File: config.mk
export PLATFORM = sky130hd
export DESIGN_NAME = ccip_c0_rd_arbiter
export DESIGN_NICKNAME = d
export VERILOG_FILES = /design/src/rtl/ccip_c0_rd_arbiter.sv
export SDC_FILE = /design/constraint.sdc
export NUM_CORES = 1
export LEC_CHECK = 0
export BUFFER_PORTS_ARGS = -buffer_cell sky130_fd_sc_hd__buf_2
export CORE_AREA = 2 2 102 104
export CTS_CLUSTER_DIAMETER = 120
export DETAILED_ROUTE_END_ITERATION = 16
export DIE_AREA = 0 0 104 106
export HOLD_SLACK_MARGIN = 0.06
export PLACE_DENSITY_LB_ADDON = 0.08
export SLEW_MARGIN = 10
export SYNTH_ARGS = -nofsm -noshare
export SYNTH_HDL_FRONTEND = slang
export SYNTH_SLANG_ARGS = --single-unit
export TNS_END_PERCENT = 1
File: constraint.sdc
create_clock -name Clk_400 -period 3.5 [get_ports Clk_400]
set_input_delay 0.35 -clock Clk_400 [delete_from_list [all_inputs] [get_ports Clk_400]]
set_output_delay 0.35 -clock Clk_400 [all_outputs]
set_load 0.005 [all_outputs]
File: src/rtl/ccip_c0_rd_arbiter.sv
// Round-robin arbiter sharing the CCI-P c0 Tx read-request channel among NUM_REQ requesters,
// with outstanding-read credit gating and mdata-tagged response routing back to the issuer.
module ccip_c0_rd_arbiter #(
  parameter int NUM_REQ         = 4,
  parameter int ADDR_W          = 42,
  parameter int MAX_OUTSTANDING = 64,
  parameter int IDW             = $clog2(NUM_REQ),
  localparam int CNT_W          = $clog2(MAX_OUTSTANDING + 1)
) (
  input  logic                      Clk_400,
  input  logic                      SoftReset_n,
  input  logic [NUM_REQ-1:0]        rq_valid,
  input  logic [NUM_REQ*ADDR_W-1:0] rq_addr,
  output logic [NUM_REQ-1:0]        rq_ready,
  output logic                      c0Tx_valid,
  output logic [ADDR_W-1:0]         c0Tx_addr,
  output logic [15:0]               c0Tx_mdata,
  input  logic                      c0TxAlmFull,
  input  logic                      c0Rx_rspValid,
  input  logic [15:0]               c0Rx_mdata,
  output logic [NUM_REQ-1:0]        rsp_valid,
  output logic [CNT_W-1:0]          outstanding,
  output logic                      err_sticky
);

  logic [IDW-1:0]     rr_ptr;
  logic [IDW-1:0]     ptr_next;
  logic [IDW-1:0]     cand;
  logic [IDW-1:0]     gnt_idx;
  logic               gnt_any;
  logic [NUM_REQ-1:0] gnt_vec;
  logic [CNT_W:0]     in_flight;
  logic               en;
  logic [IDW-1:0]     rsp_id;
  logic [NUM_REQ-1:0] rsp_hit;
  logic               bad_id;
  logic               underflow;

  // The request parked in the output register already holds a credit.
  assign in_flight = {1'b0, outstanding} + {{CNT_W{1'b0}}, c0Tx_valid};
  assign en        = !c0TxAlmFull && (in_flight < (CNT_W+1)'(MAX_OUTSTANDING));

  // NOTE: every output of an always_comb gets a default first, so no path can infer a latch.
  always_comb begin
    gnt_any = 1'b0;
    gnt_idx = '0;
    cand    = '0;
    gnt_vec = '0;
    for (int k = 0; k < NUM_REQ; k++) begin
      cand = IDW'((int'(rr_ptr) + k) % NUM_REQ);
      if (en && !gnt_any && rq_valid[cand]) begin
        gnt_any = 1'b1;
        gnt_idx = cand;
      end
    end
    if (gnt_any) gnt_vec[gnt_idx] = 1'b1;
  end

  assign rq_ready = SoftReset_n ? gnt_vec : '0;
  assign ptr_next = (gnt_idx == IDW'(NUM_REQ - 1)) ? '0 : gnt_idx + IDW'(1);

  // Ids past NUM_REQ-1 match no requester and are flagged as bad.
  assign rsp_id = c0Rx_mdata[IDW-1:0];
  always_comb begin
    rsp_hit = '0;
    for (int k = 0; k < NUM_REQ; k++) rsp_hit[k] = (rsp_id == IDW'(k));
  end
  assign bad_id    = c0Rx_rspValid && !(|rsp_hit);
  assign underflow = c0Rx_rspValid && !c0Tx_valid && (outstanding == '0);

  // NOTE: sequential state uses non-blocking assignments so every flop samples pre-edge values.
  always_ff @(posedge Clk_400 or negedge SoftReset_n) begin
    if (!SoftReset_n) begin
      rr_ptr      <= '0;
      c0Tx_valid  <= 1'b0;
      c0Tx_addr   <= '0;
      c0Tx_mdata  <= '0;
      rsp_valid   <= '0;
      outstanding <= '0;
      err_sticky  <= 1'b0;
    end else begin
      c0Tx_valid <= gnt_any;
      if (gnt_any) begin
        c0Tx_addr  <= rq_addr[gnt_idx*ADDR_W +: ADDR_W];
        c0Tx_mdata <= 16'(gnt_idx);
        rr_ptr     <= ptr_next;
      end
      rsp_valid <= c0Rx_rspValid ? rsp_hit : '0;
      case ({c0Tx_valid, c0Rx_rspValid})
        2'b10:   outstanding <= outstanding + CNT_W'(1);
        2'b01:   if (outstanding != '0) outstanding <= outstanding - CNT_W'(1);
        default: ;
      endcase
      if (underflow || bad_id) err_sticky <= 1'b1;
    end
  end

endmodule
==> metrics.md <==
| Metric | Value |
|---|---|
| Status | `finished clean` |
| Initial Utilization | `41.37%` |
| Die area | `0.01102 sq mm` |
| Net Sw Frac | `40.92%` |
| Critical setup path kind | `register to primary output` |
| Commonest non-fill, non-tap cells in the layout | `buf_2 (238), dfrtp_1 (59), a21oi_1 (49), nor2_1 (47), mux2i_1 (43)` |
| Post-Synthesis Cells | `412` |
| Clock Sinks | `59` |
| # DRC | `0` |
| Port-buffer cells | `238` |
| Die Width | `104 microns` |
| Max-cap violation count | `0` |
| CTS tree | `built` |
| Largest net degree at the start of global routing | `59` |
| Grt ovf | `0` |
| Setup slack, reg-to-reg | `0.99 ns` |
| Cell variety after synth | `40` |
| CTS root buf | `clkbuf_8` |
| Simple-gate area share of the yosys netlist | `9.256%` |
| Synth Register Bits | `59` |
| Worst-Skew Late Latency | `0.35 ns` |
| Clock power frac | `16.6%` |
| Commonest non-fill, non-tap cell in the layout | `buf_2` |
| Setup-failing EPs final | `0` |
| DR vias/cell | `5.350` |
| Sequential share of power | `31.8%` |
| Hold Path Class | `primary input to register` |
| CP startpoint | `rr_ptr[1]` |
| Avg Cell Area, Syn | `10.04 sq um` |
| CTS H-Tree Depth | `3` |
| Share of layout cells above drive strength 1 | `48.11%` |
| R2R Path End | `c0Tx_addr[0]` |
| Leak | `2.563 nW` |
| Antenna cells | `0` |
| R2R depth | `7` |
| Clock Skew | `0.005541 ns` |
| DR vias | `4130` |
| Xor/xnor cell area share of the yosys netlist | `1.270%` |
| Io pins | `267` |
| Largest family of logic cells by synthesized area | `compound AO/OA/AOI/OAI gates` |
| Final Hold Viols | `0` |
| Rows | `37` |
| Synth Area in Adders | `3.206%` |
| Crit-path max cell delay | `0.44 ns` |
| Wire length of the first global-routing pass | `21150 microns` |
| GP Congestion | `0.7971` |
| Core Region | `0.01000 sq mm` |
| Pwr Total | `3.816 mW` |
| Synth Warn # | `0` |
| Detailed placer's ending HPWL | `9337 microns` |
| Critical Path Fanout Max | `45` |
| Post-synthesis mux area share | `10.41%` |
| Final nets | `833` |
| Fin Setup TNS | `0 ns` |
| Post-route ant nets | `0` |
| First drt pass iteration count | `5` |
| TritonCTS buffer count | `9` |
| Internal power | `2.254 mW` |
| Iter 0 DRT Violations | `173` |
| CP cell instances | `nand2b_1, o32a_1, a211o_1, and2_2, inv_4, ha_1, and3_1, buf_2` |
| Min Clock Period, post-route | `3.023 ns` |
| Fmax | `330.8 MHz` |
| Setup crit end kind | `primary output` |
| CP Capture Point | `rq_ready[0]` |
| Cell Pwr Density | `693.9 mW/mm^2` |
| Clock tree buffer depth | `2` |
| Routed len/inst | `17.21 microns` |
| Synth Area in Compound Gates | `31.55%` |
| DRT Wirelength | `13280 microns` |
| Type of origin of the critical path | `register` |
| CP arrival | `2.67 ns` |
| Sequential area share after synthesis | `35.69%` |
| Peak supply drop | `354.6 uV` |
| Final Max Slew Viols | `0` |
| CTS clk-pin slew, worst paths | `0.07 ns` |
| Worst slew pin tran | `0.8712 ns` |
| RSZ-0062 raised after global routing | `false` |
| Sw power | `1.562 mW` |
| Mapped Area | `0.004136 sq mm` |
| Reg-to-Reg Start | `outstanding[5]` |
| Slowest CP cell | `dfrtp_1` |
| Initial antenna violation count | `0` |
| Worst slew margin | `41.83%` |
| Gr usage total | `24.07%` |
| Area Overhead vs Synth | `32.94%` |
| Final Cycle Share | `86.37%` |
| Vert. Die Dim | `106 microns` |
| Worst EP required | `3.15 ns` |
| Gate power share | `51.6%` |
| Vias in the first global route | `4169` |
[critical path, delay by kind of cell (launching register included)]
kind	cells	cell delay [ns]
AO/OA/AOI/OAI	2	0.59
flip-flops	1	0.44
buffers and inverters	2	0.51
AND/OR/NAND/NOR	3	0.53
adder cells (fa/ha/maj)	1	0.23
[cell type report]
class / count / area (sq um)
timing repair buffer: 247 / 1261
fill: 978 / 4501
clock buffer: 10 / 137.6
clock inverter: 6 / 55.05
sequential: 59 / 1476
multi-input combinational: 306 / 2366
tap: 136 / 170.2
inverter: 8 / 32.53
[synth_stat cells]
| master | instances | area share (%) |
|---|---|---|
| and3_1 | 6 | 0.91 |
| nor4b_2 | 1 | 0.36 |
| nand2b_1 | 4 | 0.60 |
| nand2_1 | 14 | 1.3 |
| a311oi_1 | 1 | 0.21 |
| buf_8 | 4 | 1.5 |
| nor4_1 | 2 | 0.30 |
| o32a_1 | 1 | 0.24 |
| nor2_1 | 47 | 4.3 |
| a21oi_1 | 49 | 5.9 |
| buf_6 | 1 | 0.27 |
| a211oi_2 | 39 | 12 |
| buf_2 | 4 | 0.48 |
| and2_1 | 2 | 0.30 |
| or2_1 | 1 | 0.15 |
| nor2b_1 | 2 | 0.30 |
| xor2_1 | 2 | 0.42 |
| and3b_1 | 1 | 0.21 |
| a211oi_1 | 3 | 0.54 |
| a21o_1 | 3 | 0.54 |
| a311o_1 | 42 | 10 |
| o21ai_0 | 8 | 0.97 |
| and4_1 | 1 | 0.21 |
| o211a_1 | 1 | 0.24 |
| buf_4 | 18 | 3.3 |
| a211oi_4 | 1 | 0.48 |
| clkbuf_1 | 25 | 2.3 |
| inv_1 | 6 | 0.54 |
| or4_1 | 1 | 0.18 |
| o31a_1 | 1 | 0.21 |
| xnor2_1 | 4 | 0.85 |
| a211o_1 | 1 | 0.21 |
| conb_1 | 1 | 0.091 |
| dfrtp_1 | 59 | 36 |
| fa_1 | 1 | 0.48 |
| nor3b_1 | 1 | 0.18 |
| inv_4 | 1 | 0.15 |
| ha_1 | 9 | 2.7 |
| inv_2 | 1 | 0.091 |
| mux2i_1 | 43 | 10 |
[power by group through the flow]
stage	clock, mW	combinational, mW	sequential [mW]
after detailed placement	0	1.99	1.22
after global placement	0	1.96	1.21
final	0.632	1.97	1.21
after global routing	0.688	2.18	1.27
after floorplan	0	1.30	1.24
after CTS	0.648	2.00	1.22
[worst min path at each step]
stage | slack (ns) | from | depth (start not counted) | end
after floorplan | 0.05 | SoftReset_n | 0 | c0Tx_addr[0]
after global placement | 0.31 | SoftReset_n | 1 | c0Tx_mdata[1]
after detailed placement | 0.31 | SoftReset_n | 1 | c0Tx_addr[25]
after CTS | 0.17 | c0Rx_mdata[1] | 2 | rsp_valid[1]
after global routing | 0.18 | c0Rx_mdata[0] | 2 | rsp_valid[2]
final | 0.19 | c0Rx_mdata[1] | 2 | rsp_valid[1]
[state kept, by name (all words and copies together), names as in the netlist]
signal,count
rr_ptr,2
rsp_valid,4
err_sticky,1
outstanding,7
c0Tx_mdata,2
c0Tx_addr,42
c0Tx_valid,1
[metrics by stage]
stage / hold WS [ns] / area (sq um) / worst slack, ns / cells / util [%]
after global placement: 0.3085 / 5296 / 0.8432 / 755 / 52.97
after floorplan: 0.05441 / 4185 / 1.020 / 425 / -
final: 0.1911 / 5499 / 0.4770 / 772 / 54.99
after detailed placement: 0.3146 / 5296 / 0.8344 / 755 / 52.97
after CTS: 0.1675 / 5499 / 0.4476 / 772 / 54.99
after global routing: 0.1774 / 5499 / 0.3034 / 772 / 54.99
[kinds of logic (layout without fill, tap and decap cells)]
family          after synthesis  after routing
other cells                   1             14
buf+inv                      60            271
xor+xnor                      6              6
mux                          43             43
simple gates                 83             83
fa+ha+maj                    10             10
compound gates              150            150
flops                        59             59
[per-layer routing]
metal	track usage, %	up-vias	share of wire (%)
li1	-	1969	-
met1	29.30	1987	41
met2	41.21	158	50
met5	0	-	0
met3	6.990	16	7.3
met4	7.625	0	1.4
[what timing repair did]
action                                  CTS  global route
hold buffers                              1             0
endpoints found under the setup margin    0             0
endpoints found under the hold margin    14             0
resized for setup                         0             0
setup buffers                             0             0
Note: power is estimated with default switching activity, not from simulation.
